==> src/rtl/if_stage.sv <==
// if_stage: instruction fetch with a 2-entry {pc,instr} FIFO toward decode.
// Ports: clk, rst (sync, active-high); imem_req/imem_addr out,
// imem_rvalid/imem_rdata in (1-cycle latency); ifid_valid/ifid_pc/ifid_instr
// out with id_ready in; redirect_valid/redirect_pc in; fetch_fault out.
// Optional macro IF_MISALIGN_CHECK_EN: a misaligned redirect halts fetch
// and raises a sticky fetch_fault; otherwise redirect_pc[1:0] is ignored.
module if_stage #(
    parameter logic [31:0] RESET_PC = 32'h0000_0000
) (
    input  logic        clk,
    input  logic        rst,
    output logic        imem_req,
    output logic [31:0] imem_addr,
    input  logic        imem_rvalid,
    input  logic [31:0] imem_rdata,
    output logic        ifid_valid,
    output logic [31:0] ifid_pc,
    output logic [31:0] ifid_instr,
    input  logic        id_ready,
    input  logic        redirect_valid,
    input  logic [31:0] redirect_pc,
    output logic        fetch_fault
);

    typedef enum logic {FETCH, HALT} state_e;

    state_e      state_q, state_d;
    logic [31:0] pc_q, pc_d;
    logic [1:0]  cnt_q, cnt_d;
    logic [31:0] pc0_q, pc0_d, pc1_q, pc1_d;
    logic [31:0] ins0_q, ins0_d, ins1_q, ins1_d;
    logic        inflight_q, inflight_d;
    logic [31:0] ifpc_q, ifpc_d;
    logic        drop_q, drop_d;
    logic        fault_q, fault_d;

    logic        pop;
    logic        push;
    logic        redir;
    logic        mis;
    logic [2:0]  occ;
    logic [31:0] tgt;

`ifdef IF_MISALIGN_CHECK_EN
    assign mis = (redirect_pc[1:0] != 2'b00);
`else
    logic unused_lsb;
    assign unused_lsb = ^redirect_pc[1:0];
    assign mis = 1'b0;
`endif

    assign tgt   = {redirect_pc[31:2], 2'b00};
    assign redir = !rst && redirect_valid && (state_q == FETCH);

    assign ifid_valid = !rst && (cnt_q != 2'd0);
    assign ifid_pc    = rst ? 32'h0 : pc0_q;
    assign ifid_instr = rst ? 32'h0 : ins0_q;
    assign pop        = ifid_valid && id_ready;

    // Only responses to a live, non-flushed request may enter the FIFO.
    assign push = imem_rvalid && inflight_q && !drop_q;

    // Slots already owed: held entries plus the pending response, less
    // the one leaving this cycle. Request only if a slot stays free.
    assign occ = {1'b0, cnt_q} + {2'b00, inflight_q} - {2'b00, pop};

    assign imem_req  = !rst && (state_q == FETCH) && !redir && (occ <= 3'd1);
    assign imem_addr = pc_q;

`ifdef IF_MISALIGN_CHECK_EN
    assign fetch_fault = !rst && fault_q;
`else
    assign fetch_fault = 1'b0;
`endif

    always_comb begin
        state_d    = state_q;
        pc_d       = pc_q;
        cnt_d      = cnt_q;
        pc0_d      = pc0_q;
        pc1_d      = pc1_q;
        ins0_d     = ins0_q;
        ins1_d     = ins1_q;
        inflight_d = imem_req;
        ifpc_d     = ifpc_q;
        drop_d     = redir;
        fault_d    = fault_q;

        if (imem_req) begin
            ifpc_d = pc_q;
            pc_d   = pc_q + 32'd4;
        end

        if (redir) begin
            // Flush wins over any push/pop/stall this cycle.
            cnt_d = 2'd0;
            pc_d  = tgt;
            if (mis) begin
                state_d = HALT;
                fault_d = 1'b1;
            end
        end else begin
            unique case ({push, pop})
                2'b11: begin
                    if (cnt_q == 2'd1) begin
                        pc0_d  = ifpc_q;
                        ins0_d = imem_rdata;
                    end else begin
                        pc0_d  = pc1_q;
                        ins0_d = ins1_q;
                        pc1_d  = ifpc_q;
                        ins1_d = imem_rdata;
                    end
                end
                2'b10: begin
                    if (cnt_q == 2'd0) begin
                        pc0_d  = ifpc_q;
                        ins0_d = imem_rdata;
                    end else begin
                        pc1_d  = ifpc_q;
                        ins1_d = imem_rdata;
                    end
                    cnt_d = cnt_q + 2'd1;
                end
                2'b01: begin
                    pc0_d  = pc1_q;
                    ins0_d = ins1_q;
                    cnt_d  = cnt_q - 2'd1;
                end
                default: begin
                end
            endcase
        end
    end

    always_ff @(posedge clk) begin
        if (rst) begin
            state_q    <= FETCH;
            pc_q       <= RESET_PC;
            cnt_q      <= 2'd0;
            pc0_q      <= 32'h0;
            pc1_q      <= 32'h0;
            ins0_q     <= 32'h0;
            ins1_q     <= 32'h0;
            inflight_q <= 1'b0;
            ifpc_q     <= 32'h0;
            drop_q     <= 1'b0;
            fault_q    <= 1'b0;
        end else begin
            state_q    <= state_d;
            pc_q       <= pc_d;
            cnt_q      <= cnt_d;
            pc0_q      <= pc0_d;
            pc1_q      <= pc1_d;
            ins0_q     <= ins0_d;
            ins1_q     <= ins1_d;
            inflight_q <= inflight_d;
            ifpc_q     <= ifpc_d;
            drop_q     <= drop_d;
            fault_q    <= fault_d;
        end
    end

endmodule
==> config.mk <==
export PLATFORM = sky130hd
export DESIGN_NAME = if_stage
export DESIGN_NICKNAME = d
export VERILOG_FILES = /design/src/rtl/if_stage.sv
export SDC_FILE = /design/constraint.sdc
export NUM_CORES = 1
export LEC_CHECK = 0
export BUFFER_PORTS_ARGS = -buffer_cell sky130_fd_sc_hd__buf_2
export CORE_MARGIN = 2
export CORE_UTILIZATION = 25
export DETAILED_ROUTE_END_ITERATION = 8
export PLACE_DENSITY = 0.38
export RECOVER_POWER = 100
export SETUP_SLACK_MARGIN = 0.3
export SYNTH_ARGS = -nofsm -noshare
export SYNTH_HDL_FRONTEND = slang
export SYNTH_SLANG_ARGS = --single-unit
==> constraint.sdc <==
create_clock -name clk -period 5 [get_ports clk]
set_input_delay 0.5 -clock clk [delete_from_list [all_inputs] [get_ports clk]]
set_output_delay 0.5 -clock clk [all_outputs]
set_load 0.01 [all_outputs]
==> results of run 1 <==
==> area by class of cell <==
| type | count | share of cell area (%) |
|---|---|---|
| inverters | 14 | 0.498 |
| clock inverters | 12 | 2.29 |
| multi-input cells | 771 | 44.2 |
| repair buffers | 178 | 7.71 |
| well taps | 455 | 5.39 |
| clock buffers | 20 | 4.23 |
| flip-flops and latches | 188 | 35.6 |
==> worst max-delay path by stage <==
stage	from	depth (start not counted)	end
4_1_cts	cnt_q[1]$_SDFFE_PN0N_	14	imem_addr[31]$_SDFFE_PP0P_
6_report	rst	5	ifid_instr[10]
3_5_place_dp	cnt_q[1]$_SDFFE_PN0N_	14	imem_addr[31]$_SDFFE_PP0P_
2_1_floorplan	rst	15	imem_addr[29]$_SDFFE_PP0P_
3_3_place_gp	cnt_q[1]$_SDFFE_PN0N_	14	imem_addr[29]$_SDFFE_PP0P_
5_1_grt	cnt_q[1]$_SDFFE_PN0N_	16	imem_addr[10]$_SDFFE_PP0P_
==> power groups by stage <==
stage | sequential (mW) | combinational (mW) | clock, mW
3_5_place_dp | 1.64 | 0.366 | 0
3_3_place_gp | 1.64 | 0.366 | 0
2_1_floorplan | 1.63 | 0.226 | 0
4_1_cts | 1.60 | 0.367 | 1.67
6_report | 1.60 | 0.351 | 1.62
5_1_grt | 1.61 | 0.392 | 1.72
==> metal layers <==
metal	track usage [%]	share of wire (%)	up-vias
met2	23.4	43	179
li1	-	-	3983
met1	22.4	52	3705
met3	3.03	5.0	12
met4	3.55	0.87	0
met5	0	0	-
==> flip-flops by register name, indices dropped and copies added (netlist names) <==
name        flops
ins0_q         32
ins1_q         32
ifpc_q         30
imem_addr      30
pc0_q          30
pc1_q          30
cnt_q           2
drop_q          1
inflight_q      1
==> placed cells by master, fill, tap and decap left out, drive strengths merged, types with 7 or more instances in the layout <==
cell type / netlist / layout
nor2: 29 / 29
inv: 14 / 14
nand2: 219 / 219
nor2b: 62 / 62
bufinv: 0 / 7
xor2: 10 / 10
dfxtp: 188 / 188
ha: 9 / 9
nor3: 10 / 10
clkbuf: 85 / 118
xnor2: 18 / 18
o22a: 49 / 49
a211oi: 17 / 17
nand4: 13 / 13
nand3: 12 / 12
buf: 13 / 80
and2: 7 / 7
a21oi: 163 / 163
a2bb2oi: 13 / 13
mux2i: 50 / 50
a221oi: 49 / 49
==> kinds of logic after synthesis <==
kind of cell	Yosys count
mux	52
compound gates	305
buf+inv	112
xor+xnor	28
flops	188
fa+ha+maj	10
other cells	1
simple gates	371
==> worst max-delay path, stage by stage <==
cell and delay, ns:
buf_6 0.09, clkbuf_1 1.80, clkbuf_4 1.09, nor2b_1 0.21, clkbuf_1 0.19
==> metrics by stage <==
| stage | worst slack, ns | instance area (sq um) |
|---|---|---|
| after floorplan | 0.855 | 8840 |
| after global placement | 0.643 | 10000 |
| after detailed placement | 0.635 | 10000 |
| after CTS | 0.609 | 10700 |
| after global routing | 0.235 | 10600 |
| final | 0.511 | 10600 |
==> flow_metrics.tcl, run 1 <==
set metrics [dict create \
    nNetsFinal 1249 \
    synth_top_area_share_pct 42.7 \
    synth_cells 1067 \
    r2r_cells 14 \
    wl_mm 28.5 \
    start_kind "input port" \
    synthTopCellsByCount "nand2_1, dfxtp_1, a21oi_1" \
    postCtsSetupBuffers 0 \
    min_path_type "in -> reg" \
    worstMarginPinSlew_ns 2.56 \
    power_frac_clock_pct 45.3 \
    worstPathMaxFanout 74 \
    rows 68 \
    netlist_top_cells_area "dfxtp_1, nand2_1, a21oi_1, mux2i_1, a221oi_1" \
    drtIter0Drc 430 \
    totalPowerFinal_mw 3.57 \
    ys_async_sr_fraction_pct 0 \
    seq_area_frac_synth_pct 42.7 \
    synth_seq_cells 188 \
    place_congestion 0.726 \
    finalSetupTns_ns 0 \
    placedCellCount 1606 \
    fmax_ghz 0.223 \
    coreArea_sq_um 34600 \
    rsz0062_at_grt "no" \
    syn_avg_cell_area_sq_um 8.27 \
    syn-cell-area_sq_um 8820 \
    status "finished, violations left" \
    min_to "imem_addr[4]$_SDFFE_PP0P_" \
    holdBufCountCts 0 \
    grt_pass1_vias 7320 \
    die_y_um 192 \
    power_leakage_nw 3.65 \
    synth.most_common_cell "nand2_1" \
    r2r_end "imem_addr[31]$_SDFFE_PP0P_" \
    finalCriticalPeriod_ns 4.49 \
    ff_latch_area_sq_um 3760 \
    sw_frac_of_total_pct 24.8 \
    synth_cell_types 42 \
    syn2layout_area_growth_pct 19.7 \
    antenna_found_initial 0 \
    powerDensity_nw_per_um2 338 \
    seqPwrFrac_pct 44.9 \
    synthAdderAreaFrac_pct 1.50 \
    ir_drop_mv 0.244 \
    worstSetupEndpointType "output port" \
    via_count 7879 \
    cts_buffer_depth 2 \
    fin_util_pct 30.5 \
    io_pins 168 \
    synth_xor_xnor_area_share_pct 2.86 \
    maxCapViolCount 2 \
    cts.clk_slew.worst_paths_ns 0.06 \
    wl_per_cell_um 17.4 \
    grt_max_degree 75 \
    power.internal_mw 2.68 \
    combPwrFrac_pct 9.8 \
    io_buffers 160 \
    viasPerCell 4.81 \
    required_ns 4.50 \
    clock-sinks 188 \
    min_from "redirect_pc[4]" \
    fill_cells 3767 \
    grt.total_usage_pct 15.4 \
    hold_violations 0 \
    yosys_warnings 0 \
    floorplan.initialDensity_pct 25.5 \
    reg2reg_slack_ns 0.67 \
    layout_worst_path_cycle_share_pct 89.8 \
    drc 0 \
    die_x_um 192 \
    synth_top_family_by_area "compound AO/OA/AOI/OAI gates" \
    timing.rr.start "cnt_q[1]$_SDFFE_PN0N_" \
    synth-compound-area-share_pct 22.9 \
    ys.flop_type "dfxtp_1" \
    dp_hpwl_mm 18.3 \
    whs_path_depth 3 \
    cts_resized 0 \
    final_cells 1638 \
    gr-total-overflow 0 \
    p_sw_mw 0.887 \
    cts_root_buf "clkbuf_16" \
    final_antenna_net_count 0 \
    num_antenna_cells 0 \
    cts_tree "yes" \
    finalSetupViolations 0 \
    dieArea_sq_um 36800 \
    worstPathArrival_ns 3.99 \
    multi_input_area_sq_um 4670 \
    drv_slew 90 \
    synth.area.mux_share_pct 5.93 \
    path_class "in -> out" \
    violations "max-capacitance violations, max-slew violations" \
    finClkSkew_ns 0.0110 \
    synth_edf_count 0 \
    cts_made_buffers 17 \
    relSlewSlack_pct -70.4 \
    hold_ws_ns 0.312 \
    drive_gt1_share_pct 10.6 \
    yosys.area_share.simple_pct 19.2 \
    synth_top_area_cell "dfxtp_1" \
    clk_latency_ns 0.44 \
    grt_first_pass_wirelength_mm 44.1 \
    dr.pass1.iters 5 \
    htree_levels 4 \
]
Note: power is estimated with default switching activity, not from simulation.
==> inputs of run 2 (changes only) <==
CELL_PAD_IN_SITES_DETAIL_PLACEMENT = 1   (was default)
CELL_PAD_IN_SITES_GLOBAL_PLACEMENT = 1   (was default)
PLACE_DENSITY = 0.49   (was 0.38)
RECOVER_POWER = 50   (was 100)
SLEW_MARGIN = 10   (was default)
==> run 2 against run 1 <==
Net effect: the run still ends with max-capacitance violations, max-slew violations left; sequential power about the same; routed wire length up 2.9%; non-clock buffer count down 3; sequential share of layout area up 0.38 points; power down 6.6%; maximum frequency up 2.1%; clock skew up 0.0019 ns; register-to-register slack worse by 0.07 ns; via count up 2.3%; setup slack better by 0.090 ns; hold slack worse by 0.012 ns; sequential cell count unchanged.
==> flow_metrics.tcl, run 2 (same netlist as run 1, synthesis figures left out) <==
set metrics [dict create \
    rows 68 \
    met3_length_mm 1.31 \
    layout_worst_path_cycle_share_pct 88.0 \
    p_sw_mw 0.948 \
    ff_latch_area_sq_um 3760 \
    wl_met1_mm 14.8 \
    violations "max-capacitance violations, max-slew violations" \
    r2r_cells 14 \
    htree_levels 4 \
    gr-total-overflow 0 \
    layout_commonest_cell "nand2_1" \
    wl_mm 29.4 \
    grt_max_degree 81 \
    start_kind "flop" \
    rsz0062_at_grt "no" \
    die_x_um 192 \
    multi_input_area_sq_um 4680 \
    path_cells "inv_1 -> ha_1 -> nor2_1 -> and2_0 -> ha_1 -> inv_1 -> ha_1 -> inv_1 -> fa_1 -> nand2_1 -> or4b_4 -> or2_1 -> or4_1 -> a311oi_1" \
    syn2layout_area_growth_pct 18.4 \
    min_to "imem_addr[4]$_SDFFE_PP0P_" \
    finClkSkew_ns 0.0129 \
    worstSetupEndpointType "flop" \
    clock-sinks 188 \
    clk_latency_ns 0.45 \
    coreArea_sq_um 34600 \
    place_congestion 0.700 \
    grt_pass1_vias 8152 \
    dp_hpwl_mm 18.5 \
    worstPathArrival_ns 4.75 \
    hold_violations 0 \
    power_leakage_nw 3.59 \
    finalCriticalPeriod_ns 4.40 \
    holdBufCountCts 0 \
    route.met2.wl_mm 12.9 \
    drive_gt1_share_pct 10.8 \
    r2r_end "imem_addr[31]$_SDFFE_PP0P_" \
    ir_drop_mv 0.244 \
    path_class "reg -> reg" \
    min_from "redirect_pc[4]" \
    drv_slew 82 \
    viasPerCell 4.93 \
    nNetsFinal 1246 \
    drtIter0Drc 311 \
    reg2reg_slack_ns 0.60 \
    worstPathMaxFanout 11 \
    num_antenna_cells 0 \
    slowest_delay_ns 0.71 \
    dieArea_sq_um 36800 \
    grt_first_pass_wirelength_mm 46.6 \
    finalSetupViolations 0 \
    dr.max_layer_used "met5" \
    reg_top3 "ins0_q: 32 flops, ins1_q: 32 flops" \
    floorplan.initialDensity_pct 25.5 \
    whs_path_depth 3 \
    grt.total_usage_pct 16.3 \
    worstMarginPinSlew_ns 2.27 \
    relSlewSlack_pct -51.2 \
    drc 0 \
    timing.rr.start "cnt_q[1]$_SDFFE_PN0N_" \
    finalSetupTns_ns 0 \
    fmax_ghz 0.227 \
    io_buffers 160 \
    required_ns 5.36 \
    status "finished, violations left" \
    dr.pass1.iters 5 \
    powerDensity_nw_per_um2 319 \
    power_frac_clock_pct 41.4 \
    antenna_found_initial 1 \
    die_y_um 192 \
    cts_made_buffers 17 \
    cts.clk_slew.worst_paths_ns 0.07 \
    maxCapViolCount 2 \
    io_pins 168 \
    cpMaxStageDelayCell "fa_1" \
    final_antenna_net_count 0 \
    via_count 8062 \
    fill_cells 4179 \
    cts_root_buf "clkbuf_16" \
    cp_top_family "simple AND/OR/NAND/NOR gates" \
    totalPowerFinal_mw 3.34 \
    cts_tree "yes" \
    power.internal_mw 2.39 \
    combPwrFrac_pct 10.6 \
    cts_buffer_depth 2 \
    postCtsSetupBuffers 0 \
    seqPwrFrac_pct 48.0 \
    wl_per_cell_um 18.0 \
    final_cell_mix "nand2_1, dfxtp_1, a21oi_1" \
    min_path_type "in -> reg" \
    sw_frac_of_total_pct 28.4 \
    cp.buffers_inverters 3 \
]
## run 2: changes by cell type in the layout (fill, tap and decap cells not counted), sizes merged
cell      before  now
clkbuf       118  109
inv           14   23
bufinv         7    1
buf           80   83
clkinv         4    2
clkinvlp       1    3
## run 2: layout make-up
cell class,count,area share [%]
clock buffer,17,4.07
clock inverter,15,1.41
inverter,14,0.503
multi-input combinational,771,44.8
sequential,188,36.0
tap,455,5.45
timing repair buffer,175,7.77
## run 2: timing repair
action                     CTS  global route
hold endpoints to repair     0             0
resized for setup            0             2
setup endpoints to repair    0             2
## run 2: how the worst max path moves through the flow
stage | to | slack [ns] | depth (start not counted) | startpoint
finish | imem_addr[31]$_SDFFE_PP0P_ | 0.60 | 14 | cnt_q[1]$_SDFFE_PN0N_
global route | imem_addr[29]$_SDFFE_PP0P_ | 0.25 | 14 | cnt_q[1]$_SDFFE_PN0N_
CTS | imem_addr[31]$_SDFFE_PP0P_ | 0.54 | 14 | cnt_q[1]$_SDFFE_PN0N_
detailed placement | imem_addr[31]$_SDFFE_PP0P_ | 0.58 | 13 | rst
global placement | imem_addr[29]$_SDFFE_PP0P_ | 0.60 | 13 | rst
floorplan | imem_addr[29]$_SDFFE_PP0P_ | 0.86 | 15 | rst
## run 2: worst reg2reg max path, cell delays in order, from the launching register on
cell,delay (ns)
dfxtp_1,0.44
inv_1,0.13
ha_1,0.23
nor2_1,0.13
and2_0,0.35
ha_1,0.30
inv_1,0.06
ha_1,0.13
inv_1,0.05
fa_1,0.71
nand2_1,0.12
or4b_4,0.59
or2_1,0.31
or4_1,0.51
a311oi_1,0.25
## run 2: metal layers
layer,track usage [%],up-vias
met3,3.03,18
li1,-,3969
met1,23.0,3918
met4,4.26,2
met2,25.4,155
met5,0,-
## run 2: power groups by stage
stage | logic (mW) | clock network (mW) | registers (mW)
after floorplan | 0.226 | 0 | 1.63
after global placement | 0.367 | 0 | 1.64
after detailed placement | 0.369 | 0 | 1.64
after CTS | 0.370 | 1.44 | 1.60
after global routing | 0.399 | 1.49 | 1.61
final | 0.354 | 1.38 | 1.60
## run 2: through the flow
stage	area, sq um	worst slack (ns)	hold WS, ns	cells	utilization, %
floorplan	8840	0.855	0.431	1071	-
global placement	9990	0.600	0.446	1603	28.9
detailed placement	9990	0.576	0.447	1603	28.9
CTS	10600	0.543	0.269	1635	30.5
global route	10500	0.250	0.291	1635	30.2
finish	10500	0.601	0.300	1635	30.2
